$ cat src/rtl/pipeline_stall_controller.sv
// pipeline_stall_controller: load-use / MDU / branch / memory-hold stall sequencer for a 5-stage MIPS32 pipeline
module pipeline_stall_controller #(
    parameter int MDU_TIMEOUT = 64,
    parameter int CNT_WIDTH   = 16
) (
    input  logic                 clock,
    input  logic                 reset_n,
    input  logic [31:0]          id_instruction,
    input  logic [31:0]          ex_instruction,
    input  logic                 branch_taken,
    input  logic                 mdu_busy,
    input  logic                 mem_hold,
    output logic                 pc_write_en,
    output logic                 if_id_write_en,
    output logic                 if_id_flush,
    output logic                 id_ex_write_en,
    output logic                 id_ex_bubble,
    output logic                 stall_active,
    output logic [CNT_WIDTH-1:0] stall_cycles,
    output logic                 mdu_timeout
);
    localparam int WAIT_W = $clog2(MDU_TIMEOUT + 1);

    typedef enum logic {RUN, MDU_WAIT} state_t;

    state_t            state, state_next;
    logic [WAIT_W-1:0] wait_cnt, wait_next;
    logic [5:0]        id_op, ex_op, funct;
    logic [4:0]        id_rs, id_rt, ex_rt;
    logic              reads_rs, reads_rt, load_use, mdu_op, mdu_cond, mdu_stall, hazard;

    assign id_op = id_instruction[31:26];
    assign id_rs = id_instruction[25:21];
    assign id_rt = id_instruction[20:16];
    assign funct = id_instruction[5:0];
    assign ex_op = ex_instruction[31:26];
    assign ex_rt = ex_instruction[20:16];

    assign reads_rs = !(id_op == 6'b000010 || id_op == 6'b000011 || id_instruction == 32'h0);
    assign reads_rt = id_op == 6'b000000 || id_op == 6'b101011 || id_op == 6'b000100 || id_op == 6'b000101;
    assign load_use = ex_op == 6'b100011 && ex_rt != 5'd0 &&
                      ((reads_rs && ex_rt == id_rs) || (reads_rt && ex_rt == id_rt));
    assign mdu_op   = id_op == 6'b000000 &&
                      (funct == 6'b010000 || funct == 6'b010010 || funct == 6'b011000 ||
                       funct == 6'b011001 || funct == 6'b011010 || funct == 6'b011011);
    // once waiting, only a falling mdu_busy (or a branch) lets the held instruction issue
    assign mdu_cond  = (mdu_op && mdu_busy) || (state == MDU_WAIT && mdu_busy);
    assign hazard    = !branch_taken && (load_use || mdu_cond);
    assign mdu_stall = !branch_taken && !load_use && mdu_cond;

    always_ff @(posedge clock or negedge reset_n) begin
        if (!reset_n) begin
            state        <= RUN;
            wait_cnt     <= '0;
            stall_cycles <= '0;
            mdu_timeout  <= 1'b0;
        end else begin
            state        <= state_next;
            wait_cnt     <= wait_next;
            stall_cycles <= (stall_active && !(&stall_cycles)) ? stall_cycles + 1'b1 : stall_cycles;
            mdu_timeout  <= mdu_timeout || wait_next == WAIT_W'(MDU_TIMEOUT);
        end
    end

    always_comb begin
        state_next = mem_hold ? state : mdu_stall ? MDU_WAIT : RUN;
        wait_next  = mem_hold ? wait_cnt :
                     !mdu_stall ? '0 :
                     wait_cnt == WAIT_W'(MDU_TIMEOUT) ? wait_cnt : wait_cnt + 1'b1;
    end

    always_comb begin
        pc_write_en    = reset_n && !mem_hold && !hazard;
        if_id_write_en = reset_n && !mem_hold && !hazard;
        id_ex_write_en = !reset_n || !mem_hold;
        if_id_flush    = !reset_n || (!mem_hold && branch_taken);
        id_ex_bubble   = !reset_n || (!mem_hold && (branch_taken || hazard));
        stall_active   = reset_n && (mem_hold || hazard);
    end
endmodule
$ cat config.mk
export PLATFORM = sky130hd
export DESIGN_NAME = pipeline_stall_controller
export DESIGN_NICKNAME = d
export VERILOG_FILES = /design/src/rtl/pipeline_stall_controller.sv
export SDC_FILE = /design/constraint.sdc
export NUM_CORES = 1
export LEC_CHECK = 0
export BUFFER_PORTS_ARGS = -buffer_cell sky130_fd_sc_hd__buf_2
export CORE_UTILIZATION = 44
export CTS_BUF_LIST = sky130_fd_sc_hd__clkbuf_8 sky130_fd_sc_hd__clkbuf_16
export DETAILED_ROUTE_END_ITERATION = 12
export PLACE_DENSITY_LB_ADDON = 0.2
export SLEW_MARGIN = 20
export SYNTH_ARGS = -nofsm -noshare
export SYNTH_HDL_FRONTEND = slang
export SYNTH_SLANG_ARGS = --single-unit
$ cat constraint.sdc
create_clock -name clock -period 3 [get_ports clock]
set_input_delay 0.15 -clock clock [delete_from_list [all_inputs] [get_ports clock]]
set_output_delay 0.15 -clock clock [all_outputs]
set_load 0.05 [all_outputs]
Yosys cells after proc, flatten, opt, wreduce, memory -nomap -nowiden
Cells that the tools add are included.
- flip-flop bits (word level): 25
- latch bits: 0
- memory bits (writable): 0
- ROM bits: 0
- bits of input ports: 69
- output and inout bits: 23
- memories: 0
- add/sub/neg operators: 2
- multipliers: 0
- div/mod/pow operators: 0
- order comparisons: 0
- eq/ne operators: 16
- shifts and indexed selects: 0
- mux-type cells: 4
- bitwise operators: 0
- reductions and logical operators: 46
- operators with widths (operator ; count):
    equality test 6 x 5 -> 1 bit, second input constant ; 6
    zero test 32 bit ; 1
    two-way mux 7 bit ; 3
    logical OR 1 bit ; 19
    adder 16 x 1 -> 16 bit, second input constant ; 1
    logical AND 1 bit ; 16
    AND reduction 16 bit ; 1
    equality test 7 bit, second input constant ; 2
    equality test 6 x 2 -> 1 bit, second input constant ; 2
    equality test 6 x 3 -> 1 bit, second input constant ; 2
    equality test 6 bit, second input constant ; 2
    equality test 5 bit ; 2
    adder 7 x 1 -> 7 bit, second input constant ; 1
    zero test 1 bit ; 7
    zero test 6 bit ; 1
    nonzero test 5 bit ; 1
    two-way mux 1 bit ; 1

Longest topological paths before layout
Gate-level depths: netlist of the first run.
- depth in word-level cells: 14
- depth in mapped cells: 9
- depth with buffers taken out: 8

Least setup slack after synthesis of the first run
OpenSTA, ideal clock, no wires.
- path type: reg-to-reg
- from: register stall_cycles[0]
- to: register stall_cycles[14]
- setup time: 0.142 ns
- arrival time: 2.419 ns
- path slack: 0.439 ns
- cell stages (with the launch flop): 10
- cell sequence: dfrtp_1 ha_1 nand4_1 nor4_1 nor2_1 o2bb2ai_1 or2_1 buf_2 nand4_1 xnor2_1
- cells in the longest elaborated chain, start to end: 3
- elaborated cells between the ends (all ways): 4
- classes of those cells: add/sub (1); reduce/logical (3)
- RTL lines (element ; RTL line ; source):
    start: declaration ; 19 ; output logic [CNT_WIDTH-1:0] stall_cycles,
    start signal: assignment ; 60 ; stall_cycles <= (stall_active && !(&stall_cycles)) ? stall_cycles + 1'b1 : stall_cycles;
    branches (longest 3 deep; another with adder 16 x 1 -> 16 bit) ; n/a ;
Parallel ways; which one is timed is not known.
A chain may end at the register's enable or synchronous reset.

Final worst setup path of the first run
- from: input port id_instruction[29]
- to: output port if_id_write_en
- cells in the longest elaborated chain, start to end: 11
- elaborated cells between the ends (all ways): 24
- classes of those cells: eq/ne (5); reduce/logical (19)
- RTL lines (element ; RTL line ; source):
    start: declaration ; 8 ; input logic [31:0] id_instruction,
    equality test 6 x 2 -> 1 bit, or another cell as far along ; 39 ; assign reads_rs = !(id_op == 6'b000010 || id_op == 6'b000011 || id_instruction == 32'h0);
    logical OR 1 bit (on tied branches) (2 in a row) ; 39, 40 ;
    zero test 1 bit or logical OR 1 bit (tied branches) ; 39, 40 ;
    logical AND 1 bit ; 42 ; ((reads_rs && ex_rt == id_rs) || (reads_rt && ex_rt == id_rt));
    logical OR 1 bit ; 42 ;
    logical AND 1 bit ; 41 ; assign load_use = ex_op == 6'b100011 && ex_rt != 5'd0 &&
    logical OR 1 bit (*) ; 48 ; assign hazard = !branch_taken && (load_use || mdu_cond);
    logical AND 1 bit (*) ; 48 ;
    zero test 1 bit (*) ; 74 ; if_id_write_en = reset_n && !mem_hold && !hazard;
    logical AND 1 bit (*) ; 74 ;
    end: declaration ; 14 ; output logic if_id_write_en,
Every way passes the cells marked *; elsewhere a longest branch is shown, timed or not.

==> flow_summary_export.csv, run 1 <==
group,metric,value,unit
cts,cts_tree,"built",
run_status,status,"finished clean",
cts,clock_sinks,25,
timing,skew,6.20,ps
routing,detail_route.wl_per_cell,13.4,um
floorplan,die_h,63.4,um
critical_path,cp_slowest_cell,"nor4_1",
cts,clockRootBuffer,"clkbuf_8",
power_and_ir_drop,powerDensity,469,nW/um^2
power_and_ir_drop,leakage,0.974,nW
grt,grt_pass1_wl,7220,um
floorplan,row_count,21,
placement,io_buffers,70,
flow_run,drv_cap,0,
power_and_ir_drop,power_frac_seq,0.435,
routing,drt_iter0_drc,83,
timing,slew_headroom,0.536,
finish,antenna_cells,0,
critical_path,worstPathRequired,2850,ps
timing,max_freq,399,MHz
floorplan,initial_core_util,0.479,
power_and_ir_drop,swShare,0.428,
critical_path,critPathCaptureType,"primary output",
routing,num_vias,1680,
critical_path,path_cells,"buf_2 > nor4_1 > nand4_1 > o211ai_1 > a21oi_4 > nor2_2 > o211a_1 > buf_2",
power_and_ir_drop,pwr-share-clk,0.202,
synthesis,synthesis.area,1660,sq um
grt,antenna_found_initial,0,
placement,dpl.hpwl,3210,um
cts,holdBufCountCts,1,
cts,cts_max_level,1,
synthesis,yosysUniqueCellTypes,49,
timing,finalMaxSlewViolations,0,
critical_path,critPathKind,"in2out",
cts,ctsResizeCount,0,
power_and_ir_drop,comb_power_share,0.363,
power_and_ir_drop,p_sw,0.000430,W
synthesis,synth.yosys.seq_area_share,0.377,
routing,drc,0,
critical_path,crit_family,"simple AND/OR/NAND/NOR gates",
critical_path,cp.buffers_inverters,2,
synthesis,synth_flop_cell,"dfrtp_1",
synthesis,async_reset_ff_frac,1.00,
timing,hold_viol_final,0,
finish,n_fill_cell,335,
floorplan,core,3470,sq um
grt,grt-ovfl-total,0,
critical_path,cp_max_fo,9,
floorplan,die-area,4020,sq um
critical_path,cp.arrival,2350,ps
grt,grt_usage,0.220,
placement,place_congestion,0.870,
grt,grt_pass1_vias,1680,
floorplan,die_w,63.4,um
critical_path,max_stage_delay,520,ps
timing,finalCriticalPeriod,2500,ps
cts,cts_max_path_buffers,2,
timing,setup_viol,0,
cts,post_cts_buffers,0,
timing,finalCritPeriodShare,0.835,
synthesis,syn_inst,180,
finish,nNetsFinal,329,
grt,grt_max_degree,28,
synthesis,synth_edf_count,0,
cts,clk_latency,270,ps
power_and_ir_drop,p_int,0.000574,W
finish,final_cell_mix,"buf_2 (70), dfrtp_1 (25), nand2_1 (18), nor4_1 (12), xnor2_1 (12)",
routing,ant_nets,0,
timing,grt_setup_unrepaired,"false",
finish,final_cells,302,
timing,finalSetupTns,0,ps
synthesis,syn_nets,252,
critical_path,cp-start-kind,"input port",
cts,clk_pin_slew,90,ps
routing,dr.pass1.iters,4,
finish,stdcell_area,2140,sq um
hold_path,hold_class,"in2reg",
critical_path,cpMostUsedCell,"buf_2",
timing,worstMarginPinSlew,691,ps
power_and_ir_drop,peakVddDrop,0.365,mV
synthesis,yosys_warnings,0,
finish,drive_gt1_frac,0.336,
routing,wl,4060,um
placement,dp_worst_setup_slack,420,ps
cts,cts_made_buffers,3,
placement,placed_area,2080,sq um
placement,dp.cells,297,
synthesis,yosys_register_bits,25,
synthesis,syn-mean-instance-area,9.22,sq um
timing,setup_ws,495,ps
finish,area_growth,28.9,%
routing,viasPerCell,5.56,
finish,final_common_cell,"buf_2",
floorplan,ios,92,
==> worst reg2reg max path, cell delays in order, from the launching register on <==
cell and delay, ps:
dfrtp_1 460, ha_1 330, nand4_1 120, nor4_1 50
buf_4 160, a2111oi_4 310, nor2_2 160, or3_4 420
xnor2_2 130
==> cell usage after synthesis (3+ instances only) <==
master	n	share of area
nand3_1	11	0.033
nor2_1	10	0.023
dfrtp_1	25	0.38
xnor2_1	12	0.063
nand2_1	18	0.041
nand4_1	11	0.041
a21oi_1	3	0.0090
nor4_1	12	0.045
o21ai_0	6	0.018
xor2_1	11	0.058
nor3_1	9	0.027
ha_1	3	0.023
inv_1	9	0.020
==> worst paths after layout <==
check | start | end | slack, ps | cells past startpoint
worst min register to register | mdu_timeout$_DFF_PN0_ | mdu_timeout$_DFF_PN0_ | 480 | 1
min in group asynchronous | reset_n | state$_DFFE_PN0N_ | 420 | 3
worst min-delay path | mem_hold | state$_DFFE_PN0N_ | 240 | 2
worst max register to register | stall_cycles[0]$_DFFE_PN0P_ | stall_cycles[11]$_DFFE_PN0P_ | 750 | 8
worst max-delay path | id_instruction[29] | if_id_write_en | 500 | 8
max in group asynchronous | reset_n | stall_cycles[8]$_DFFE_PN0P_ | 2330 | 3
==> flip-flops by register name, summed over array words and instances, names as in the netlist <==
name / cells
wait_cnt: 7
stall_cycles: 16
mdu_timeout: 1
state: 1
==> cell families (layout without fill, tap and decap cells) <==
| logic type | after synthesis | after routing | synth area share |
|---|---|---|---|
| AND/OR/NAND/NOR | 83 | 83 | 0.262 |
| AO/OA/AOI/OAI | 32 | 32 | 0.171 |
| flip-flops | 25 | 25 | 0.377 |
| XOR/XNOR | 24 | 24 | 0.131 |
| buffers and inverters | 12 | 88 | 0.0301 |
| adder cells (fa/ha/maj) | 3 | 3 | 0.0226 |
| multiplexers | 1 | 1 | 0.00678 |
==> stage by stage <==
step,hold slack (ps),utilization,total power (W)
6_report,240,0.617,0.00100
5_1_grt,250,0.617,0.00106
4_1_cts,239,0.617,0.00101
3_5_place_dp,184,0.600,0.000808
3_3_place_gp,189,0.600,0.000802
2_1_floorplan,-146,-,0.000686
==> routing by layer <==
| layer | share of wire | track usage | vias up |
|---|---|---|---|
| met5 | 0 | 0 | - |
| met4 | 0.0099 | 0.0597 | 0 |
| met3 | 0.054 | 0.0344 | 6 |
| met2 | 0.48 | 0.380 | 70 |
| met1 | 0.45 | 0.283 | 781 |
| li1 | - | - | 823 |
==> power groups by stage <==
stage	clock, W	combinational, W	sequential [W]
5_1_grt	0.000223	0.000394	0.000447
4_1_cts	0.000208	0.000366	0.000437
2_1_floorplan	0	0.000112	0.000574
3_3_place_gp	0	0.000361	0.000441
6_report	0.000202	0.000364	0.000437
3_5_place_dp	0	0.000365	0.000443
==> layout make-up <==
type	instances	area, sq um	share of cell area
repair buffers	75	390	0.182
well taps	46	57.6	0.0269
flip-flops and latches	25	626	0.292
clock inverters	1	7.51	0.00351
inverters	9	33.8	0.0158
multi-input cells	143	985	0.460
clock buffers	3	41.3	0.0193
(Power assumes the default switching activity.)
==> run 2: changes to the inputs <==
ABC_AREA = 1   (was not set)
CORE_UTILIZATION = 48   (was 44)
clock period = 2.5 ns   (was 3 ns; I/O delays follow)
==> run 2 against run 1 <==
Net effect: die area grew 12%; worst setup slack lost 25 ps; sequential cell count is the same.
==> flow_summary_export.csv, run 2 <==
group,metric,value,unit
run_status,status,"finished clean",
finish,multiInputGateArea,1180,sq um
cts,clk_latency,260,ps
finish,top_regs,"stall_cycles: 16 flops, wait_cnt: 7 flops",
synthesis,synthMuxAreaShare,0,
cts,cts_max_path_buffers,2,
synthesis,yosysUniqueCellTypes,32,
hold_path,whs_endpoint,"state$_DFFE_PN0N_",
timing,finalMaxSlewViolations,0,
grt,grt_pass1_wl,7310,um
floorplan,ios,92,
synthesis,synth.area.top_cells,"dfrtp_1 (31%), nand2_1 (17%), inv_1 (8.3%)",
finish,largest_reg_flops,16,
cts,post_cts_buffers,0,
cts,clockRootBuffer,"clkbuf_8",
synthesis,synth_xor_area_frac,0.111,
critical_path,cp_max_fo,22,
hold_path,hold_class,"in2reg",
grt,antenna_found_initial,0,
routing,num_vias,2012,
synthesis,synth_common_cells,"nand2_1 (93), inv_1 (45), nor2_1 (36)",
timing,slew_headroom,0.681,
power_and_ir_drop,leakage,1.38,nW
routing,dr.pass1.iters,4,
cts,cts_made_buffers,3,
hold_path,hold_depth,3,
finish,top_register,"stall_cycles",
timing,finalSetupTns,0,ps
cts,cts_max_level,1,
finish,regArea,626,sq um
synthesis,synth_edf_count,0,
floorplan,die_w,67.1,um
floorplan,row_count,23,
critical_path,r2r_start,"stall_cycles[0]$_DFFE_PN0P_",
synthesis,syn_inst,302,
synthesis,synth.most_common_cell,"nand2_1",
finish,final_common_cell,"nand2_1",
synthesis,syn-mean-instance-area,6.74,sq um
cts,cts_tree,"built",
floorplan,core,4030,sq um
synthesis,synth-adder-area-share,0.0185,
critical_path,critPathKind,"reg2reg",
synthesis,yosys_warnings,0,
synthesis,syn_nets,374,
timing,finalCritPeriodShare,0.812,
power_and_ir_drop,peakVddDrop,0.635,mV
finish,drive_gt1_frac,0.249,
placement,dpl.hpwl,3590,um
synthesis,synth_top_family_by_area,"simple AND/OR/NAND/NOR gates",
cts,holdBufCountCts,1,
timing,grt_setup_unrepaired,"false",
flow_run,drv_cap,0,
cts,ctsResizeCount,0,
placement,place_congestion,0.855,
finish,nNetsFinal,446,
finish,area_growth,20.9,%
synthesis,yosys.area.top_type,"dfrtp_1",
cts,clock_sinks,25,
synthesis,synthesis.area,2030,sq um
floorplan,die_h,67.1,um
grt,grt_pass1_vias,1777,
critical_path,worstPathRequired,2660,ps
synthesis,async_reset_ff_frac,1.00,
grt,grt_usage,0.211,
synthesis,synth_compound_area_frac,0.0387,
critical_path,r2r-end,"stall_cycles[4]$_DFFE_PN0P_",
floorplan,initial_core_util,0.505,
synthesis,synth.yosys.seq_area_share,0.308,
hold_path,hold_path_startpoint,"mem_hold",
power_and_ir_drop,power,0.00122,W
finish,n_fill_cell,396,
critical_path,reg2reg_depth,8,
timing,skew,10.6,ps
timing,setup_viol,0,
critical_path,cp-start-kind,"flip-flop",
synthesis,synth-simple-area-share,0.412,
routing,ant_nets,0,
routing,drt_iter0_drc,54,
placement,io_buffers,70,
synthesis,yosys_register_bits,25,
power_and_ir_drop,powerDensity,498,nW/um^2
critical_path,critPathLaunch,"stall_cycles[0]$_DFFE_PN0P_",
timing,finalCriticalPeriod,2030,ps
synthesis,synth_top_area_frac,0.308,
routing,wl,4420,um
timing,worstMarginPinSlew,475,ps
timing,hold_viol_final,0,
grt,grt_max_degree,23,
cts,clk_pin_slew,90,ps
routing,viasPerCell,4.76,
critical_path,critPathCaptureType,"flip-flop",
synthesis,synth_flop_cell,"dfrtp_1",
critical_path,cp.arrival,2190,ps
timing,max_freq,493,MHz
floorplan,die-area,4500,sq um
critical_path,rrSetupSlack,470,ps
grt,grt-ovfl-total,0,
finish,final_cell_mix,"nand2_1 (93), buf_2 (70), inv_1 (45), nor2_1 (36), nand3_1 (26)",
finish,antenna_cells,0,
routing,detail_route.wl_per_cell,10.4,um
routing,drc,0,
[run 2: cell count changes after synthesis, sizes merged, moves of 4 or more]
cell / previous run / this run
inv: 9 / 47
nand2: 18 / 95
nand3: 11 / 28
nor2: 12 / 38
nor4: 12 / 1
xnor2: 13 / 9
xor2: 11 / 16
[run 2: logic make-up (layout without fill, tap and decap cells)]
kind of cell	Yosys count	after routing
AO/OA/AOI/OAI	11	11
XOR/XNOR	25	25
adder cells (fa/ha/maj)	3	3
buffers and inverters	52	123
flip-flops	25	25
AND/OR/NAND/NOR	186	186
[run 2: stage by stage]
stage / std cells / util / hold slack, ps / instance area [sq um] / worst slack [ps]
2_1_floorplan: 302 / - / -171 / 2030 / 22.6
3_3_place_gp: 418 / 0.597 / 25.9 / 2400 / 498
3_5_place_dp: 418 / 0.597 / 29.7 / 2400 / 486
4_1_cts: 423 / 0.611 / 201 / 2460 / 450
5_1_grt: 423 / 0.611 / 211 / 2460 / 264
6_report: 423 / 0.611 / 198 / 2460 / 471
[run 2: cell type report]
class	instances	share of cell area
timing repair buffer	72	0.150
inverter	47	0.0717
tap	50	0.0254
clock inverter	1	0.00203
multi-input combinational	225	0.480
sequential	25	0.254
clock buffer	3	0.0168
[run 2: worst max-delay path by stage]
stage	end	slack, ps
floorplan	pc_write_en	20
global placement	stall_cycles[4]$_DFFE_PN0P_	500
detailed placement	stall_cycles[4]$_DFFE_PN0P_	490
CTS	stall_cycles[4]$_DFFE_PN0P_	450
global route	stall_cycles[4]$_DFFE_PN0P_	260
finish	stall_cycles[4]$_DFFE_PN0P_	470
[run 2: worst max-delay path: stages (launching register included)]
cell	delay, ps
dfrtp_1	440
ha_1	280
nand3_2	150
nor4_4	330
nand4_4	240
nand2_4	300
nor2_1	70
nand2_1	60
nand2_1	40
[run 2: layer usage]
layer / up-vias / wire [um] / share of wire / GRT usage
met1: 867 / 2120 / 0.48 / 0.270
met3: 4 / 301 / 0.068 / 0.0428
met4: 0 / 37 / 0.0084 / 0.0559
met5: - / 0 / 0 / 0
li1: 1083 / - / - / -
met2: 58 / 1960 / 0.44 / 0.356
[run 2: power breakdown]
| group | total (W) | switching (W) | internal, W |
|---|---|---|---|
| clock | 0.000232 | 0.000121 | 0.000111 |
| sequential | 0.000506 | 0.0000605 | 0.000445 |
| combinational | 0.000487 | 0.000341 | 0.000146 |
| total | 0.00122 | 0.000522 | 0.000702 |
==> run 3: changes to the inputs <==
ABC_AREA = 0   (was 1)
CORE_UTILIZATION = 40   (was 48)
clock period = 1.77 ns   (was 2.5 ns; I/O delays follow)
==> run 3 against run 2 <==
Net effect: the run now ends with negative setup slack left; sequential cell count unchanged; power increased by 65%; sequential power increased by 39%; sequential share of layout area decreased by 3.7 points; via count decreased by 5.6%; non-clock buffer count increased by 59; core utilization increased by 12 points; combinational power increased by 100%; cell area increased by 20%; first-iteration DRC count increased by 26%.
==> flow_summary_export.csv, run 3 (synthesis results as in run 1) <==
group,metric,value,unit
finish,stdcell_area,2940,sq um
grt,grt_max_degree,27,
timing,slew_headroom,0.566,
power_and_ir_drop,leakage,1.37,nW
floorplan,row_count,23,
critical_path,r2r_start,"stall_cycles[1]$_DFFE_PN0P_",
placement,dp.cells,349,
placement,placed_area,2530,sq um
grt,grt_pass1_wl,8230,um
critical_path,cp-start-kind,"input port",
power_and_ir_drop,power,0.00202,W
finish,top_regs,"stall_cycles: 16 flops, wait_cnt: 7 flops",
finish,final_cell_mix,"buf_2 (62), buf_4 (50), buf_6 (16), dfrtp_1 (15), nand2_1 (14)",
critical_path,path_cells,"buf_6 > nor2b_4 > or4_4 > a2111o_1 > a21oi_4 > nor2_4 > buf_4 > a2111oi_4 > mux2_4",
floorplan,die_h,66.4,um
floorplan,die-area,4410,sq um
critical_path,crit_family,"compound AO/OA/AOI/OAI gates",
grt,grt_pass1_vias,1800,
critical_path,max_stage_delay,460,ps
placement,io_buffers,70,
cts,clock_sinks,25,
power_and_ir_drop,powerDensity,687,nW/um^2
critical_path,critPathCaptureType,"flip-flop",
floorplan,ios,92,
critical_path,reg2reg_depth,8,
routing,ant_nets,0,
finish,final_common_cell,"buf_2",
floorplan,core,4000,sq um
routing,drt_iter0_drc,68,
timing,skew,4.60,ps
timing,finalMaxSlewViolations,0,
finish,nNetsFinal,385,
finish,top_register,"stall_cycles",
critical_path,r2r-end,"stall_cycles[11]$_DFFE_PN0P_",
cts,clk_pin_slew,90,ps
critical_path,rrSetupSlack,-200,ps
hold_path,hold_depth,3,
floorplan,initial_core_util,0.415,
critical_path,cp_max_fo,2,
cts,cts_max_level,1,
routing,dr.pass1.iters,4,
critical_path,critPathLaunch,"id_instruction[26]",
timing,whs,249,ps
finish,antenna_cells,0,
placement,dpl.hpwl,3850,um
timing,max_freq,495,MHz
run_status,violations,"negative setup slack",
critical_path,worstPathRequired,1930,ps
routing,wl,5290,um
grt,antenna_found_initial,0,
placement,place_congestion,0.876,
finish,largest_reg_flops,16,
cts,cts_tree,"built",
critical_path,cp.buffers_inverters,2,
timing,grt_setup_unrepaired,"true",
finish,n_fill_cell,300,
critical_path,critPathKind,"in2reg",
cts,cts_made_buffers,3,
timing,finalCriticalPeriod,2020,ps
timing,hold_viol_final,0,
cts,cts_max_path_buffers,2,
critical_path,cp.arrival,2180,ps
timing,worstMarginPinSlew,647,ps
run_status,status,"complete, but fails checks",
power_and_ir_drop,peakVddDrop,0.878,mV
timing,setup_ws,-252,ps
cts,clockRootBuffer,"clkbuf_8",
finish,final_cells,362,
routing,detail_route.wl_per_cell,14.6,um
timing,finalCritPeriodShare,1.14,
hold_path,whs_endpoint,"state$_DFFE_PN0N_",
grt,grt-ovfl-total,0,
finish,drive_gt1_frac,0.587,
hold_path,hold_path_startpoint,"mem_hold",
routing,drc,0,
finish,area_growth,77.1,%
timing,setup_viol,24,
critical_path,cp_slowest_cell,"a2111o_1",
cts,clk_latency,270,ps
routing,viasPerCell,5.25,
hold_path,hold_class,"in2reg",
routing,num_vias,1899,
flow_run,drv_cap,0,
grt,grt_usage,0.239,
floorplan,die_w,66.4,um
==> run 3: cell types whose count changed in the layout (fill, tap and decap cells not counted), moves of 4 or more <==
cell | before | now
dfrtp_1 | 25 | 15
buf_4 | 1 | 50
dfrtp_2 | 0 | 10
nand3_1 | 26 | 8
nor3_1 | 10 | 6
nor2_1 | 36 | 7
nor4_4 | 1 | 5
nand2_1 | 93 | 14
xor2_1 | 15 | 11
inv_1 | 45 | 10
buf_2 | 70 | 62
nor4_1 | 0 | 7
buf_6 | 0 | 16
==> run 3: worst reg2reg max path, stage by stage (launching register included) <==
cell and delay (ps):
dfrtp_2 430, ha_4 160, nand4_1 140, nor4_4 70
buf_4 150, a2111oi_4 310, nor2_2 120, or3_4 350
xnor2_2 130
==> run 3: metrics by stage <==
stage | TNS [ps] | util | setup slack, ps
after floorplan | -7060 | - | -404
after global placement | -11420 | 0.633 | -544
after detailed placement | -11640 | 0.633 | -563
after CTS | -4490 | 0.702 | -287
after global routing | -5560 | 0.735 | -323
final | -4040 | 0.735 | -252
==> run 3: cell type report <==
type                       instances  area (sq um)  area share
clock buffer                       3          41.3      0.0140
sequential                        25           638       0.217
clock inverter                     1          3.75     0.00128
inverter                           9          33.8      0.0115
multi-input combinational        143          1250       0.427
timing repair buffer             131           906       0.308
tap                               50          62.6      0.0213
==> run 3: where the power goes <==
group / switching (W) / total, W / internal, W
clock: 0.000182 / 0.000337 / 0.000155
sequential: 0.0000501 / 0.000701 / 0.000651
combinational: 0.000618 / 0.000981 / 0.000363
==> run 3: worst max-delay path by stage <==
stage / to / depth (start not counted) / slack, ps
floorplan: stall_cycles[11]$_DFFE_PN0P_ / 6 / -400
global placement: stall_cycles[11]$_DFFE_PN0P_ / 8 / -540
detailed placement: stall_cycles[11]$_DFFE_PN0P_ / 8 / -560
CTS: stall_cycles[11]$_DFFE_PN0P_ / 7 / -290
global route: stall_cycles[14]$_DFFE_PN0P_ / 9 / -320
finish: stall_cycles[12]$_DFFE_PN0P_ / 9 / -250
==> run 3: routing by layer <==
| metal | GRT usage | up-vias | part of all wire |
|---|---|---|---|
| met2 | 0.409 | 26 | 0.54 |
| met4 | 0.0319 | 0 | 0.0011 |
| met1 | 0.329 | 929 | 0.44 |
| li1 | - | 942 | - |
| met5 | 0 | - | 0 |
| met3 | 0.0259 | 2 | 0.020 |
==> run 3: timing repair <==
item,4_1_cts,5_1_grt
gates resized for setup,36,28
hold buffers,1,0
hold endpoints to repair,25,0
setup endpoints to repair,28,28
setup buffers,7,1
pin swaps,20,19
